<file path="src/rtl/oled_region_scheduler.sv">
// Debounces three slide switches into a display mode, latches the mode at frame
// boundaries (optionally rotating through regions) and paints the active third of the OLED.
module oled_region_scheduler #(
    parameter int          DEBOUNCE_CYCLES = 200000,
    parameter int          ROTATE_FRAMES   = 60,
    parameter logic [15:0] COLOR           = 16'hFFFF
) (
    input  logic        CLK,
    input  logic        RST_N,
    input  logic        SW1,
    input  logic        SW2,
    input  logic        SW3,
    input  logic        frame_begin,
    input  logic [6:0]  x,
    output logic [15:0] pixel_data,
    output logic [1:0]  active_region,
    output logic        rotating,
    output logic        mode_change
);
    localparam int DW = $clog2(DEBOUNCE_CYCLES);
    localparam int FW = (ROTATE_FRAMES > 1) ? $clog2(ROTATE_FRAMES) : 1;
    localparam logic [DW-1:0] DB_LAST = DW'(DEBOUNCE_CYCLES - 1);
    localparam logic [FW-1:0] FR_LAST = FW'(ROTATE_FRAMES - 1);

    logic [2:0]    sw_raw;
    logic [2:0]    meta_q, sync_q;
    logic [2:0]    deb_q, deb_d;
    logic [DW-1:0] cnt_q [3];
    logic [DW-1:0] cnt_d [3];

    logic [1:0]    region_q, region_d;
    logic          rot_q, rot_d;
    logic [FW-1:0] fcnt_q, fcnt_d;
    logic          mc_q, mc_d;
    logic [15:0]   pix_q, pix_d;

    logic          req_rot;
    logic [1:0]    req_region;
    logic          in_region;

    assign sw_raw = {SW3, SW2, SW1};

    // A switch flips only after DEBOUNCE_CYCLES consecutive cycles of disagreement.
    always_comb begin
        deb_d = deb_q;
        for (int i = 0; i < 3; i++) begin
            cnt_d[i] = '0;
            if (sync_q[i] != deb_q[i]) begin
                if (cnt_q[i] == DB_LAST) begin
                    deb_d[i] = sync_q[i];
                end else begin
                    cnt_d[i] = cnt_q[i] + 1'b1;
                end
            end
        end
    end

    always_comb begin
        req_rot    = &deb_q;
        req_region = 2'd0;
        if (deb_q[0])      req_region = 2'd1;
        else if (deb_q[1]) req_region = 2'd2;
        else if (deb_q[2]) req_region = 2'd3;

        region_d = region_q;
        rot_d    = rot_q;
        fcnt_d   = fcnt_q;
        if (frame_begin) begin
            if (req_rot) begin
                rot_d = 1'b1;
                if (!rot_q) begin
                    region_d = 2'd1;
                    fcnt_d   = '0;
                end else if (fcnt_q == FR_LAST) begin
                    fcnt_d   = '0;
                    region_d = (region_q == 2'd3) ? 2'd1 : region_q + 2'd1;
                end else begin
                    fcnt_d = fcnt_q + 1'b1;
                end
            end else begin
                rot_d    = 1'b0;
                region_d = req_region;
                fcnt_d   = '0;
            end
        end
        mc_d = (region_d != region_q) || (rot_d != rot_q);
    end

    // Pixel colour follows the region already latched, one cycle behind x.
    always_comb begin
        case (region_q)
            2'd1:    in_region = (x < 7'd32);
            2'd2:    in_region = (x >= 7'd32) && (x < 7'd64);
            2'd3:    in_region = (x >= 7'd64) && (x < 7'd96);
            default: in_region = 1'b0;
        endcase
        pix_d = in_region ? COLOR : 16'h0000;
    end

    always_ff @(posedge CLK or negedge RST_N) begin
        if (!RST_N) begin
            meta_q   <= '0;
            sync_q   <= '0;
            deb_q    <= '0;
            for (int i = 0; i < 3; i++) cnt_q[i] <= '0;
            region_q <= 2'd0;
            rot_q    <= 1'b0;
            fcnt_q   <= '0;
            mc_q     <= 1'b0;
            pix_q    <= 16'h0000;
        end else begin
            meta_q   <= sw_raw;
            sync_q   <= meta_q;
            deb_q    <= deb_d;
            for (int i = 0; i < 3; i++) cnt_q[i] <= cnt_d[i];
            region_q <= region_d;
            rot_q    <= rot_d;
            fcnt_q   <= fcnt_d;
            mc_q     <= mc_d;
            pix_q    <= pix_d;
        end
    end

    assign pixel_data    = pix_q;
    assign active_region = region_q;
    assign rotating      = rot_q;
    assign mode_change   = mc_q;
endmodule
</file>
<file path="config.mk">
export PLATFORM = sky130hd
export DESIGN_NAME = oled_region_scheduler
export DESIGN_NICKNAME = d
export VERILOG_FILES = /design/src/rtl/oled_region_scheduler.sv
export SDC_FILE = /design/constraint.sdc
export NUM_CORES = 1
export LEC_CHECK = 0
export CORE_MARGIN = 1
export CORE_UTILIZATION = 50
export DETAILED_ROUTE_END_ITERATION = 6
export PLACE_DENSITY = 0.8
export RECOVER_POWER = 25
export SYNTH_ARGS = -nofsm -noshare
export SYNTH_HDL_FRONTEND = slang
export SYNTH_SLANG_ARGS = --single-unit
</file>
<file path="constraint.sdc">
create_clock -name CLK -period 2.25 [get_ports CLK]
set_input_delay 0.225 -clock CLK [delete_from_list [all_inputs] [get_ports CLK]]
set_output_delay 0.225 -clock CLK [all_outputs]
set_load 0.05 [all_outputs]
</file>
[After elaboration in Yosys (flattened, before gate mapping)]
Index checks and enable logic that the tools add are counted.
Operators by class
  $add $sub $neg: 5
  magnitude comparators: 5
  equal/unequal tests: 12
  mux-type cells: 21
  reduce and logical (&&, ||, !) cells: 7
Operator list (count)
  two-way mux 18 bit: 6
  adder 18 x 1 -> 18 bit, second input constant: 3
  == test 18 bit, second input constant: 3
  two-way mux 6 bit: 3
  two-way mux 16 bit: 1
  two-way mux 2 bit: 8
  < comparator 7 bit, second input constant: 2
  greater-or-equal comparator 7 x 6 -> 1 bit, second input constant: 1
  greater-or-equal comparator 7 bit, second input constant: 1
  < comparator 7 x 6 -> 1 bit, second input constant: 1
  adder 6 x 1 -> 6 bit, second input constant: 1
  == test 6 bit, second input constant: 1
  AND reduction 2 bit: 3
  == test 2 bit, second input constant: 2
  != test 1 bit: 4
  one-hot mux 1 bit (3 select lines): 1
  AND reduction 3 bit: 1
  adder 2 x 1 -> 2 bit, second input constant: 1
  == test 2 x 1 -> 1 bit, second input constant: 1
  logical AND 1 bit: 2
  two-way mux 1 bit: 2
  != test 2 bit: 1
  logical OR 1 bit: 1
Word-level totals
  flip-flop bits (word level): 89
  input port bits: 13
  word-level logic and storage cells: 63

[Longest topological paths before layout]
Gate-level depths: netlist (run 1).
  word-level depth: 8
  gate-level depth with buffers: 6
  gate-level depth less buffers: 6

[Worst setup path after synthesis (run 1)]
OpenSTA, ideal clock, no wires.
  kind: register -> register
  start: register region_q[1], in the netlist active_region[1]
  end: register mc_q, in the netlist mode_change
  arrival: 1.903 ns
  setup slack: 0.221 ns
  cell stages (with the launch flop): 7
  path buffers: 0
  cell sequence: dfrtp_1 -> inv_1 -> ha_1 -> inv_1 -> o21ai_0 -> a32o_1 -> a221o_1
On the way
  word-level cells in the longest chain between the ends: 8
  elaborated cells on any way between the ends: 9
  those cells by class: add/sub: 1; eq/ne: 2; mux: 5; reduce/logical: 1
RTL lines
  start, declared: line 31  | logic [1:0] region_q, region_d;
  start signal, assigned: line 116  | region_q <= region_d;
  adder 2 x 1 -> 2 bit / == test 2 bit (equally long branches): line 76  | region_d = (region_q == 2'd3) ? 2'd1 : region_q + 2'd1;
  two-way mux 2 bit: line 76
  two-way mux 2 bit: line 74  | end else if (fcnt_q == FR_LAST) begin
  two-way mux 2 bit: line 71  | if (!rot_q) begin
  two-way mux 2 bit: line 69  | if (req_rot) begin
  two-way mux 2 bit: line 68  | if (frame_begin) begin
  != test 2 bit *: line 86  | mc_d = (region_d != region_q) || (rot_d != rot_q);
  logical OR 1 bit *: line 86
  named net mc_d: line 34  | logic mc_q, mc_d;
  end signal, assigned: line 119  | mc_q <= mc_d;
  end, declared: line 34
The timed path passes the listed nets; every way through them passes the cells marked *.
A chain may end at the register's enable or synchronous reset.

==> results.cfg, run 1 <==
[clock_network]
clkSinkCount = 74
cts_max_path_buffers = 2
htree_levels = 3
tritoncts.num_buffers = 9
cts.reportedPaths.clkPinSlew_ns = 0.08
postCtsResizedCells = 0
insertion_delay_ns = 0.35
cts_tree = built
cts_root_buf = sky130_fd_sc_hd__clkbuf_8
cts_post_setup_buffers_inserted = 0

[place]
postPlaceCellArea_mm2 = 0.00416
io_buffers = 27
dp_hpwl_um = 4860
finalWeightedCongestion = 0.830

[power]
power_density_mw_per_mm2 = 598
cellLeakagePower_nw = 1.78
ir_drop_mv = 0.283

[die]
initial_core_util_pct = 52.7
fp.coreArea_mm2 = 0.00737
die_width_um = 90.2
die_area_mm2 = 0.00813
io_pins = 33
rows = 31
die-height_um = 90.2

[timing]
slew_headroom_pct = 32.0
final.min_clock_period_ns = 2.09
maxSlewViolCount = 0
worst_slew_pin_slew_ns = 1.02
clock_skew_ns = 0.0101
finalSetupTns_ns = 0
maxClockFrequency_mhz = 479
rsz_0062_raised_after_global_routing = false
final_hold_viol_count = 0
report.final.setup_viol = 0
fin_crit_sh_pct = 92.8

[route]
via_count = 2872
via_per_inst = 5.52
routedWlPerCell_um = 13.5
drc = 0
remaining_antenna_violation_count = 0
wire_length_after_detailed_routing_um = 7030
drt_pass1_iterations = 4
number_of_violations_reported_at_the_end_of_detailed_routing_iteration_0 = 157

[critical_path]
timing.critical_path.fanout_max = 16
cp-end-kind = flip-flop
r2r_start = cnt_q[12]
cp-start-kind = flip-flop
cp.required_ns = 2.47
timing.setup.critical_path_class = flip-flop to flip-flop
cp.arrival_ns = 2.31
r2r_setup_slack_ns = 0.16
timing.reg2reg.worst_path_depth = 4
timing.rr.end = cnt_q[5]

[layout]
antenna-diode-count = 0
postLayoutCoreUtil_pct = 59.4
layout.cells.most_common_list = sky130_fd_sc_hd__dfrtp_1 (74), sky130_fd_sc_hd__nor2_1 (57), sky130_fd_sc_hd__xnor2_1 (25)
synthToLayoutAreaGrowth_pct = 12.7
drive_above_1_share_pct = 8.79
most_common_cell_after_layout_fill_and_taps_aside = sky130_fd_sc_hd__dfrtp_1
finish.instance_area_mm2 = 0.00438
n_fill_cell = 620
nets_final = 437

[global_routing]
grt_pass1_vias = 2768
global_route.usage.total_pct = 19.2
grt_max_degree = 43
grt.overflow.total = 0
grt_first_pass_wirelength_um = 12700
grt_antenna_before_repair = 0

[yosys]
post_synth.cell_area_avg_um2 = 9.76
synthFlopType = sky130_fd_sc_hd__dfrtp_1
synth_async_sr_flop_share_pct = 100
synth_top_cell_area_share_pct = 47.6
syn-num-nets = 419
synth.lib_cells_used.distinct = 53
synth_area_leader_cell = sky130_fd_sc_hd__dfrtp_1
ys_ff_latch = 74
synth.top_cells.by_area = sky130_fd_sc_hd__dfrtp_1 (48%), sky130_fd_sc_hd__xnor2_1 (5.6%), sky130_fd_sc_hd__nor2_1 (5.5%)
synth.cell_area_mm2 = 0.00389
synth-warning-count = 0
ys_seq_area_share_pct = 47.6
post_synth_inst_count = 398
number_of_enable_type_register_cells_in_the_synthesized_netlist = 0

[hold_path]
hold-path-cell-count = 0
hp-class = flip-flop to flip-flop
worst_hold_startpoint = meta_q[1]
worst_hold_path.endpoint = sync_q[1]

[run]
timing.max_cap.violations = 0

[run_status]
status = finished clean
-- kinds of logic (layout without fill, tap and decap cells) --
group | Yosys count | count (layout) | share of synthesized area [%]
flip-flops | 74 | 74 | 47.6
XOR/XNOR | 46 | 46 | 10.4
adder cells (fa/ha/maj) | 8 | 8 | 2.58
AO/OA/AOI/OAI | 42 | 42 | 7.92
multiplexers | 5 | 5 | 1.38
AND/OR/NAND/NOR | 175 | 175 | 23.6
buffers and inverters | 48 | 71 | 6.54
-- what timing repair did --
action / CTS / global route
endpoints found under the hold margin: 40 / 0
endpoints found under the setup margin: 0 / 0
hold buffers: 1 / 0
-- worst max-delay path, stage by stage, from the launching register on --
cell                      delay, ns
sky130_fd_sc_hd__dfrtp_1       0.43
sky130_fd_sc_hd__or4_1         0.52
sky130_fd_sc_hd__or4_4         0.52
sky130_fd_sc_hd__o21ai_4       0.38
sky130_fd_sc_hd__nor2_1        0.10
-- cell usage after synthesis (all sizes together) (2+ instances only) --
library cell,n
nor2,57
o22a,2
o41ai,2
or3,3
nor4b,3
nor4,13
a21oi,6
dfrtp,74
clkbuf,10
nand4,24
and3,3
or2,2
buf,20
inv,18
nor3,6
a21o,4
ha,8
and4,6
xnor2,25
nor2b,2
or4,4
nand2,20
o21ai,9
mux2i,2
o22ai,2
a31oi,2
o211ai,2
nand3,24
xor2,21
a211oi,3
mux2,3
and2,5
-- layer usage --
layer | routed length, µm | global-route usage [%] | part of all wire [%] | vias up
met1 | 3210 | 24.4 | 46 | 1387
met5 | 0 | 0 | 0 | -
met4 | 52 | 5.38 | 0.74 | 0
met2 | 3460 | 31.6 | 49 | 61
li1 | - | - | - | 1419
met3 | 306 | 5.84 | 4.4 | 5
-- flip-flops by register name, summed over array words and instances, names as in the netlist --
name,count
sync_q,3
cnt_q,54
fcnt_q,6
meta_q,3
deb_q,3
mode_change,1
rotating,1
pixel_data,1
active_region,2
-- metrics by stage --
stage	cells	hold WS (ns)	power, mW	setup slack (ns)
4_1_cts	520	0.295	2.66	0.160
6_report	520	0.351	2.62	0.161
3_5_place_dp	503	0.239	1.56	0.169
3_3_place_gp	503	0.234	1.55	0.211
2_1_floorplan	398	-0.0706	1.49	0.221
5_1_grt	520	0.361	2.74	0.0901
-- final cells by class --
class / instances / area, µm² / share of cell area (%)
clock buffers: 11 / 151 / 3.46
clock inverters: 5 / 60.1 / 1.37
inverters: 18 / 67.6 / 1.54
multi-input cells: 276 / 1780 / 40.7
repair buffers: 37 / 343 / 7.83
well taps: 99 / 124 / 2.83
flip-flops and latches: 74 / 1850 / 42.3
-- worst max path at each step --
stage / from / endpoint / depth (start not counted)
3_3_place_gp: cnt_q[12] / cnt_q[11] / 4
6_report: cnt_q[12] / cnt_q[5] / 4
5_1_grt: cnt_q[12] / cnt_q[2] / 4
3_5_place_dp: cnt_q[12] / cnt_q[13] / 4
2_1_floorplan: active_region[1] / mode_change / 6
4_1_cts: cnt_q[12] / cnt_q[5] / 4
-- power breakdown --
part,leakage (nW),internal [mW],switching (mW)
sequential,1.01,1.35,0.0216
combinational,0.664,0.0536,0.106
clock,0.106,0.577,0.512
Power figures use the tool's default switching activity.
==> inputs of run 2 (changes only) <==
- ABC_AREA: default -> 1
- SLEW_MARGIN: default -> 20
==> run 2 against run 1 <==
The run now ends with max-capacitance violations, max-slew violations left. Setup slack improved by 0.061 ns. Non-clock buffer count fell by 9. Maximum frequency rose by 3.0%. Largest power group unchanged.
==> results.cfg, run 2 <==
[run_status]
status = finished with violations
violated_checks = max-capacitance violations, max-slew violations

[global_routing]
global_route.usage.total_pct = 19.7
grt_antenna_before_repair = 0
grt_first_pass_wirelength_um = 13100
grt_pass1_vias = 3028
grt_max_degree = 75
grt.overflow.total = 0

[hold_path]
hold-path-cell-count = 0
hp-class = flip-flop to flip-flop

[route]
via_per_inst = 5.10
via_count = 3159
wire_length_after_detailed_routing_um = 7500
drt_pass1_iterations = 4
remaining_antenna_violation_count = 0
number_of_violations_reported_at_the_end_of_detailed_routing_iteration_0 = 163
routedWlPerCell_um = 12.1
drc = 0

[yosys]
synth-warning-count = 0
synth_top_cell_area_share_pct = 45.7
synth_async_sr_flop_share_pct = 100
syn-num-nets = 512
ys_seq_area_share_pct = 45.7
post_synth.cell_area_avg_um2 = 8.25
post_synth_inst_count = 491
synth_area_leader_cell = sky130_fd_sc_hd__dfrtp_1
ys_ff_latch = 74
number_of_enable_type_register_cells_in_the_synthesized_netlist = 0
list_of_most_frequent_post_synthesis_cells = sky130_fd_sc_hd__nor2_1 (88), sky130_fd_sc_hd__nand2_1 (84), sky130_fd_sc_hd__dfrtp_1 (74)
synth.cell_area_mm2 = 0.00405
synth.lib_cells_used.distinct = 36
synthFlopType = sky130_fd_sc_hd__dfrtp_1
synth.top_cells.by_area = sky130_fd_sc_hd__dfrtp_1 (46%), sky130_fd_sc_hd__nor2_1 (8.2%), sky130_fd_sc_hd__nand2_1 (7.8%)
yosys.cell_count.top_type = sky130_fd_sc_hd__nor2_1

[die]
die_area_mm2 = 0.00846
fp.coreArea_mm2 = 0.00777
initial_core_util_pct = 52.1
rows = 32
die-height_um = 92.0
io_pins = 33
die_width_um = 92.0

[layout]
largest_register_ff_count = 54
antenna-diode-count = 0
drive_above_1_share_pct = 8.88
n_fill_cell = 691
finish.instance_area_mm2 = 0.00452
layout.cells.most_common_list = sky130_fd_sc_hd__nor2_1 (88), sky130_fd_sc_hd__nand2_1 (84), sky130_fd_sc_hd__dfrtp_1 (74)
synthToLayoutAreaGrowth_pct = 11.6
most_common_cell_after_layout_fill_and_taps_aside = sky130_fd_sc_hd__nor2_1
layout_top_registers = cnt_q (54), fcnt_q (6)
regMostFlops = cnt_q
nets_final = 534

[power]
cellLeakagePower_nw = 1.94
power_density_mw_per_mm2 = 579
ir_drop_mv = 0.374

[clock_network]
cts_max_path_buffers = 2
htree_levels = 3
insertion_delay_ns = 0.35
cts_tree = built
cts_post_setup_buffers_inserted = 0
cts.reportedPaths.clkPinSlew_ns = 0.07
clkSinkCount = 74
cts.hold.buffers_added = 0
postCtsResizedCells = 0
tritoncts.num_buffers = 9
cts_root_buf = sky130_fd_sc_hd__clkbuf_8

[timing]
maxClockFrequency_mhz = 493
maxSlewViolCount = 75
worst_slew_pin_slew_ns = 1.78
final.min_clock_period_ns = 2.03
slew_headroom_pct = -18.8
report.final.setup_viol = 0
rsz_0062_raised_after_global_routing = false
clock_skew_ns = 0.00722
final_hold_viol_count = 0
finalSetupTns_ns = 0
fin_crit_sh_pct = 90.1

[place]
finalWeightedCongestion = 0.917
postPlaceCellArea_mm2 = 0.00432
io_buffers = 27
dp_hpwl_um = 5330

[critical_path]
cp-start-kind = flip-flop
cp_cell_sequence = clkdlybuf4s50_1
timing.critical_path.fanout_max = 16
timing.critical_path.max_delay_family = buffers and inverters
timing.critical_path.depth = 1
cp.arrival_ns = 1.80
cp.required_ns = 2.03
timing.setup.critical_path_class = flip-flop to output port
critPathMaxStageDelay_ns = 0.88
timing.reg2reg.worst_path_depth = 7
wp_buf_inv = 1
cp-end-kind = output port
library_cell_contributing_the_largest_single_delay_on_the_critical_path = sky130_fd_sc_hd__clkdlybuf4s50_1

[run]
timing.max_cap.violations = 1
run 2: path summary, 6_finish.rpt:
path	start	slack (ns)	endpoint
worst max-delay path	pixel_data[14]	0.22	pixel_data[15]
worst min-delay path	meta_q[0]	0.35	sync_q[0]
worst max register to register	cnt_q[0]	0.54	cnt_q[10]
worst min register to register	meta_q[0]	0.35	sync_q[0]
max in group asynchronous	RST_N	0.85	deb_q[0]
min in group asynchronous	RST_N	0.37	cnt_q[15]
run 2: layout make-up:
type                            instances  area, µm²  area share, %
Clock buffer                           14        163           3.60
Tap cell                              102        128           2.82
Inverter                               60        225           4.98
Multi-Input combinational cell        340       1840           40.8
Clock inverter                          2       35.0          0.775
Timing Repair Buffer                   28        273           6.04
Sequential cell                        74       1850           41.0
run 2: report_power, final:
| part | internal, mW | switching (mW) | leakage [nW] |
|---|---|---|---|
| combinational | 0.0600 | 0.143 | 0.830 |
| clock | 0.573 | 0.465 | 0.101 |
| sequential | 1.35 | 0.0221 | 1.01 |
| total | 1.99 | 0.630 | 1.94 |
run 2: through the flow:
stage	setup WS, ns	power, mW	utilization (%)	hold WS, ns	instances
2_1_floorplan	0.510	1.53	-	-0.0706	491
3_3_place_gp	0.579	1.60	55.7	0.337	604
3_5_place_dp	0.557	1.61	55.7	0.340	604
4_1_cts	0.185	2.64	58.2	0.0420	620
5_1_grt	0.104	2.72	58.2	0.362	620
6_report	0.222	2.62	58.2	0.354	620
run 2: per-layer routing:
layer	share of wire, %	GRT usage, %
met3	3.0	3.98
met1	47	24.9
met4	2.0	8.59
met2	48	32.7
met5	0	0
run 2: logic make-up (layout without fill, tap and decap cells):
family	Yosys count	after routing	synth area share (%)
adder cells (fa/ha/maj)	8	8	2.47
XOR/XNOR	34	34	7.35
AO/OA/AOI/OAI	28	28	3.92
AND/OR/NAND/NOR	270	270	31.8
flip-flops	74	74	45.7
buffers and inverters	77	104	8.71
